--- src/rtl/block_stream_pkg.sv ---
// block_stream_pkg: shared constants and types for the begin/end stream
// generator.
//   - opcodes for the command interface
//   - ASCII space and the upper-case mask
//   - FSM state and word-select enums
//   - word lengths, including the leading space
package block_stream_pkg;

    localparam logic [1:0] OP_BEGIN = 2'b00;
    localparam logic [1:0] OP_END   = 2'b01;
    localparam logic [1:0] OP_CLOSE = 2'b10;
    localparam logic [1:0] OP_NOP   = 2'b11;

    localparam logic [7:0] CH_SP     = 8'h20;
    localparam logic [7:0] CASE_MASK = 8'hDF;

    // Word lengths count the leading space.
    localparam logic [2:0] LEN_BEGIN = 3'd6;
    localparam logic [2:0] LEN_END   = 3'd4;

    typedef enum logic [1:0] {S_IDLE, S_EMIT, S_CLOSE} state_t;
    typedef enum logic {W_BEGIN, W_END} word_t;

    // Command fields latched on acceptance.
    typedef struct packed {
        word_t word;
        logic  upper;
    } cmd_t;

    function automatic logic [2:0] word_len(input word_t w);
        return (w == W_BEGIN) ? LEN_BEGIN : LEN_END;
    endfunction

endpackage

--- src/rtl/block_word_rom.sv ---
// block_word_rom: combinational character lookup for " begin" / " end".
//   word_sel : which word
//   char_idx : position in the word; index 0 is the leading space
//   upper    : fold letters to upper case
//   ch       : ASCII character
// Out-of-range indices return a space. The space is never case-modified.
module block_word_rom
    import block_stream_pkg::*;
(
    input  word_t      word_sel,
    input  logic [2:0] char_idx,
    input  logic       upper,
    output logic [7:0] ch
);

    logic [7:0] lc;

    always_comb begin
        lc = CH_SP;
        if (word_sel == W_BEGIN) begin
            case (char_idx)
                3'd1:    lc = 8'h62; // b
                3'd2:    lc = 8'h65; // e
                3'd3:    lc = 8'h67; // g
                3'd4:    lc = 8'h69; // i
                3'd5:    lc = 8'h6E; // n
                default: lc = CH_SP;
            endcase
        end else begin
            case (char_idx)
                3'd1:    lc = 8'h65; // e
                3'd2:    lc = 8'h6E; // n
                3'd3:    lc = 8'h64; // d
                default: lc = CH_SP;
            endcase
        end
        ch = (upper && (lc != CH_SP)) ? (lc & CASE_MASK) : lc;
    end

endmodule

--- src/rtl/block_stream_gen.sv ---
// block_stream_gen: emits space-separated "begin"/"end" text, one byte per
// cycle, and tracks nesting depth so the expected checker verdict is
// available alongside the stream.
//   clk, reset (sync, active low)
//   cmd_valid/cmd_ready/cmd_op/cmd_upper : command handshake
//   out/out_valid                         : registered ASCII stream
//   depth, err (sticky), balanced         : nesting status
module block_stream_gen
    import block_stream_pkg::*;
#(
    parameter int DEPTH_W = 4
) (
    input  logic               clk,
    input  logic               reset,
    input  logic               cmd_valid,
    output logic               cmd_ready,
    input  logic [1:0]         cmd_op,
    input  logic               cmd_upper,
    output logic [7:0]         out,
    output logic               out_valid,
    output logic [DEPTH_W-1:0] depth,
    output logic               err,
    output logic               balanced
);

    localparam logic [DEPTH_W-1:0] DEPTH_MAX = '1;
    localparam logic [DEPTH_W-1:0] DEPTH_ONE = DEPTH_W'(1);

    state_t             state, state_nx;
    cmd_t               cmd, cmd_nx;
    logic [2:0]         idx, idx_nx;
    logic [7:0]         out_nx;
    logic               vld_nx;
    logic [DEPTH_W-1:0] depth_nx;
    logic               err_nx;
    logic [7:0]         rom_ch;
    logic               accept;

    assign accept = cmd_valid && cmd_ready;

    block_word_rom u_rom (
        .word_sel (cmd.word),
        .char_idx (idx),
        .upper    (cmd.upper),
        .ch       (rom_ch)
    );

    always_ff @(posedge clk) begin
        if (!reset) begin
            state     <= S_IDLE;
            cmd       <= '{word: W_BEGIN, upper: 1'b0};
            idx       <= '0;
            out       <= CH_SP;
            out_valid <= 1'b0;
            depth     <= '0;
            err       <= 1'b0;
        end else begin
            state     <= state_nx;
            cmd       <= cmd_nx;
            idx       <= idx_nx;
            out       <= out_nx;
            out_valid <= vld_nx;
            depth     <= depth_nx;
            err       <= err_nx;
        end
    end

    // The leading space of every word is driven straight from the accepting
    // (or word-wrapping) cycle; the ROM supplies the letters from index 1.
    always_comb begin
        state_nx = state;
        cmd_nx   = cmd;
        idx_nx   = idx;
        out_nx   = CH_SP;
        vld_nx   = 1'b0;
        depth_nx = depth;
        err_nx   = err;
        case (state)
            S_IDLE: begin
                idx_nx = '0;
                if (accept) begin
                    cmd_nx.upper = cmd_upper;
                    case (cmd_op)
                        OP_BEGIN: begin
                            cmd_nx.word = W_BEGIN;
                            state_nx    = S_EMIT;
                            idx_nx      = 3'd1;
                            vld_nx      = 1'b1;
                            if (depth == DEPTH_MAX) err_nx   = 1'b1;
                            else                    depth_nx = depth + DEPTH_ONE;
                        end
                        OP_END: begin
                            cmd_nx.word = W_END;
                            state_nx    = S_EMIT;
                            idx_nx      = 3'd1;
                            vld_nx      = 1'b1;
                            if (depth == '0) err_nx   = 1'b1;
                            else             depth_nx = depth - DEPTH_ONE;
                        end
                        OP_CLOSE: begin
                            // Nothing open: accepted, no output.
                            if (depth != '0) begin
                                cmd_nx.word = W_END;
                                state_nx    = S_CLOSE;
                                idx_nx      = 3'd1;
                                vld_nx      = 1'b1;
                                depth_nx    = depth - DEPTH_ONE;
                            end
                        end
                        default: ;
                    endcase
                end
            end
            S_EMIT: begin
                if (idx == word_len(cmd.word)) begin
                    state_nx = S_IDLE;
                    idx_nx   = '0;
                end else begin
                    out_nx = rom_ch;
                    vld_nx = 1'b1;
                    idx_nx = idx + 3'd1;
                end
            end
            S_CLOSE: begin
                if (idx == LEN_END) begin
                    if (depth == '0) begin
                        state_nx = S_IDLE;
                        idx_nx   = '0;
                    end else begin
                        // Next " end" starts with no gap cycle.
                        vld_nx   = 1'b1;
                        idx_nx   = 3'd1;
                        depth_nx = depth - DEPTH_ONE;
                    end
                end else begin
                    out_nx = rom_ch;
                    vld_nx = 1'b1;
                    idx_nx = idx + 3'd1;
                end
            end
            default: state_nx = S_IDLE;
        endcase
    end

    always_comb begin
        cmd_ready = (state == S_IDLE) && reset;
        balanced  = (depth == '0) && !err;
    end

endmodule
--- config.mk ---
export PLATFORM = sky130hd
export DESIGN_NAME = block_stream_gen
export DESIGN_NICKNAME = d
export VERILOG_FILES = /design/src/rtl/block_stream_pkg.sv /design/src/rtl/block_word_rom.sv /design/src/rtl/block_stream_gen.sv
export SDC_FILE = /design/constraint.sdc
export NUM_CORES = 1
export LEC_CHECK = 0
export ABC_AREA = 1
export CAP_MARGIN = 20
export CORE_MARGIN = 2
export CORE_UTILIZATION = 53
export DETAILED_ROUTE_END_ITERATION = 8
export PLACE_DENSITY = 0.9
export RECOVER_POWER = 50
export SLEW_MARGIN = 25
export SYNTH_ARGS = -nofsm -noshare
export SYNTH_HDL_FRONTEND = slang
export SYNTH_SLANG_ARGS = --single-unit
export TNS_END_PERCENT = 30
--- constraint.sdc ---
create_clock -name clk -period 1.8 [get_ports clk]
set_input_delay 0.27 -clock clk [delete_from_list [all_inputs] [get_ports clk]]
set_output_delay 0.27 -clock clk [all_outputs]
set_load 0.01 [all_outputs]
==> flow_metrics.tcl <==
set metrics [dict create \
    synth_compound_area_frac 0.103 \
    avgSynthCellArea_um2 6.64 \
    yosys.area_share.simple 0.347 \
    numCtsBuffers 3 \
    synth_cell_types 23 \
    fin_crit_sh 0.914 \
    rr_endpoint "idx[0]$_SDFFE_PN0P_" \
    status "finished clean" \
    setup_slack_ns 0.155 \
    dp_slack_ns -0.120 \
    core_area_um2 2480 \
    grt_pass1_vias 1212 \
    clkSinkCount 19 \
    routed_wl_mm 3.00 \
    yosysWarnings 0 \
    power.leakage_nw 0.817 \
    gp_congestion 0.863 \
    critPathCaptureType "output pin" \
    dieWidth_um 55.1 \
    vias_per_cell 5.05 \
    grt_max_degree 11 \
    crit_fanout 7 \
    post-route-util 0.685 \
    min_path_cells 2 \
    gr-usage-met1 0.260 \
    worstPathArrival_ns 1.37 \
    num_io_pins 22 \
    diodes 0 \
    ys_seq_area_frac 0.275 \
    ant_nets 0 \
    startpoint_type "register" \
    critPathKind "reg2out" \
    fin_cells 270 \
    busiest_layer "met2" \
    critPathCapture "depth[2]" \
    critPathRequiredTime_ns 1.53 \
    maxCapViolations 0 \
    critPathBufInv 1 \
    fin_nets 263 \
    hold_ws_ns 0.468 \
    crit_chain "clkdlybuf4s50_1" \
    drv_slew 0 \
    first_iter_violations 24 \
    synth_top_area_cell "dfxtp_1" \
    synth_area_um2 1380 \
    synth_top_family_by_area "simple AND/OR/NAND/NOR gates" \
    vias 1364 \
    rsz0062_at_grt "no" \
    cpPeakStageDelay_ns 0.59 \
    die-area_um2 3030 \
    fmaxAchievable_mhz 608 \
    skew_ns 0.00903 \
    muxShareOfSynthArea 0 \
    die_h_um 55.1 \
    synth_xor_area_frac 0.0190 \
    hold_viol 0 \
    hpwl_mm 2.35 \
    grt_pass1_wl_mm 4.97 \
    rows 18 \
    port_buffers 19 \
    cts_tree "yes" \
    irDropWorstVdd_mv 0.771 \
    cts_max_level 1 \
    layout-drive-gt1-share 0.108 \
    hold_class "reg2reg" \
    grt_use_total 0.228 \
    grt_overflow 0 \
    antenna_found_initial 0 \
    setup-violations-final 0 \
    met3_usage 0.0538 \
    min_period_ns 1.64 \
    rr_startpoint "state[0]$_SDFFE_PN0P_" \
    use_met2 0.407 \
    startpoint "depth[2]$_SDFFE_PN0P_" \
    wl_per_cell_um 11.1 \
    start_util 0.558 \
    drt_pass1_iterations 5 \
    crit_cells 1 \
    p_per_area_nw_per_um2 1190 \
    cts_root_buffer "clkbuf_4" \
    drc 0 \
    tns_ns 0 \
    dp.cells 266 \
    ys_ff_latch 19 \
    r2r_setup_slack_ns 0.17 \
    synth_area_leaders "dfxtp_1, ha_1, nand2_1" \
    cpLargestDelayFamily "buffers and inverters" \
    cts_hold_buf 0 \
    yosysTopAreaCellShare 0.275 \
    clkLatencyLatePin_ns 0.31 \
    clk_pin_slew_ns 0.11 \
    syn_inst 208 \
    syn_to_final_growth_pct 22.9 \
    synth-adder-area-share 0.145 \
    cts.path.max_buffers 2 \
    reg2reg_depth 10 \
    slowest_stage "clkdlybuf4s50_1" \
]
report_power, final:
part           internal, mW  leakage [nW]  total, mW  switching (mW)
logic                 0.535         0.648       1.23           0.696
clock network        0.0866        0.0150      0.222           0.136
registers             0.505         0.155      0.563          0.0586
cell type report:
cell class | count | area [um2]
tap | 30 | 37.5
multi-input combinational | 156 | 863
sequential | 19 | 380
inverter | 30 | 113
fill | 218 | 779
timing repair buffer | 31 | 278
clock buffer | 4 | 26.3
stage by stage:
step / area, um2 / total power [mW]
final: 1700 / 2.02
after detailed placement: 1670 / 1.80
after floorplan: 1390 / 1.36
after CTS: 1710 / 2.04
after global routing: 1700 / 2.21
after global placement: 1670 / 1.78
cells in the mapped netlist:
master     n
nand2_1   52
inv_1     29
nor2_1    27
dfxtp_1   19
ha_1      16
nand3_1   16
a21oi_1   12
o21ai_0   11
buf_4      3
nand2_2    3
xor2_1     3
nand3b_1   2
nand4_1    2
nor2_2     2
nor2_4     2
o31ai_1    2
clkbuf_8   1
conb_1     1
inv_2      1
nand2_4    1
nand3_2    1
o21ai_1    1
o21bai_1   1
kinds of logic after synthesis:
| logic type | Yosys count |
|---|---|
| fa+ha+maj | 16 |
| buf+inv | 34 |
| xor+xnor | 3 |
| other cells | 1 |
| compound gates | 27 |
| simple gates | 108 |
| flops | 19 |
worst min-delay path by stage:
stage	start	to	slack, ns
finish	err$_SDFFE_PN0P_	err$_SDFFE_PN0P_	0.47
detailed placement	err$_SDFFE_PN0P_	err$_SDFFE_PN0P_	0.46
CTS	err$_SDFFE_PN0P_	err$_SDFFE_PN0P_	0.48
global route	err$_SDFFE_PN0P_	err$_SDFFE_PN0P_	0.51
floorplan	cmd_upper	cmd[0]$_SDFFE_PN0P_	0.38
global placement	err$_SDFFE_PN0P_	err$_SDFFE_PN0P_	0.46
state kept, by name, summed over array words and instances (netlist names):
signal     flops
cmd            2
depth          4
err            1
idx            3
out            6
out_valid      1
state          2
repair_timing:
item	in CTS	in global routing
setup buffers	0	0
resized for setup	5	1
setup endpoints to repair	2	2
gates cloned	0	0
pin swaps	0	0
per-layer routing:
| metal | routed length (um) | part of all wire |
|---|---|---|
| met5 | 0 | 0 |
| met4 | 42 | 0.014 |
| met3 | 169 | 0.056 |
| met2 | 1490 | 0.50 |
| met1 | 1300 | 0.43 |
placed cells by master (no fill, tap or decap), drive strengths merged, types with 2 or more instances in the layout:
| master | Yosys | routed |
|---|---|---|
| nand2 | 56 | 56 |
| nor2 | 31 | 31 |
| inv | 30 | 30 |
| dfxtp | 19 | 19 |
| nand3 | 17 | 17 |
| ha | 16 | 16 |
| a21oi | 12 | 12 |
| buf | 3 | 12 |
| o21ai | 12 | 12 |
| clkdlybuf4s50 | 0 | 9 |
| dlygate4sd3 | 0 | 8 |
| clkbuf | 1 | 4 |
| xor2 | 3 | 3 |
| nand4 | 2 | 2 |
| nand3b | 2 | 2 |
| o31ai | 2 | 2 |
| conb | 1 | 2 |
| dlygate4sd2 | 0 | 2 |
Power figures use the tool's default switching activity.
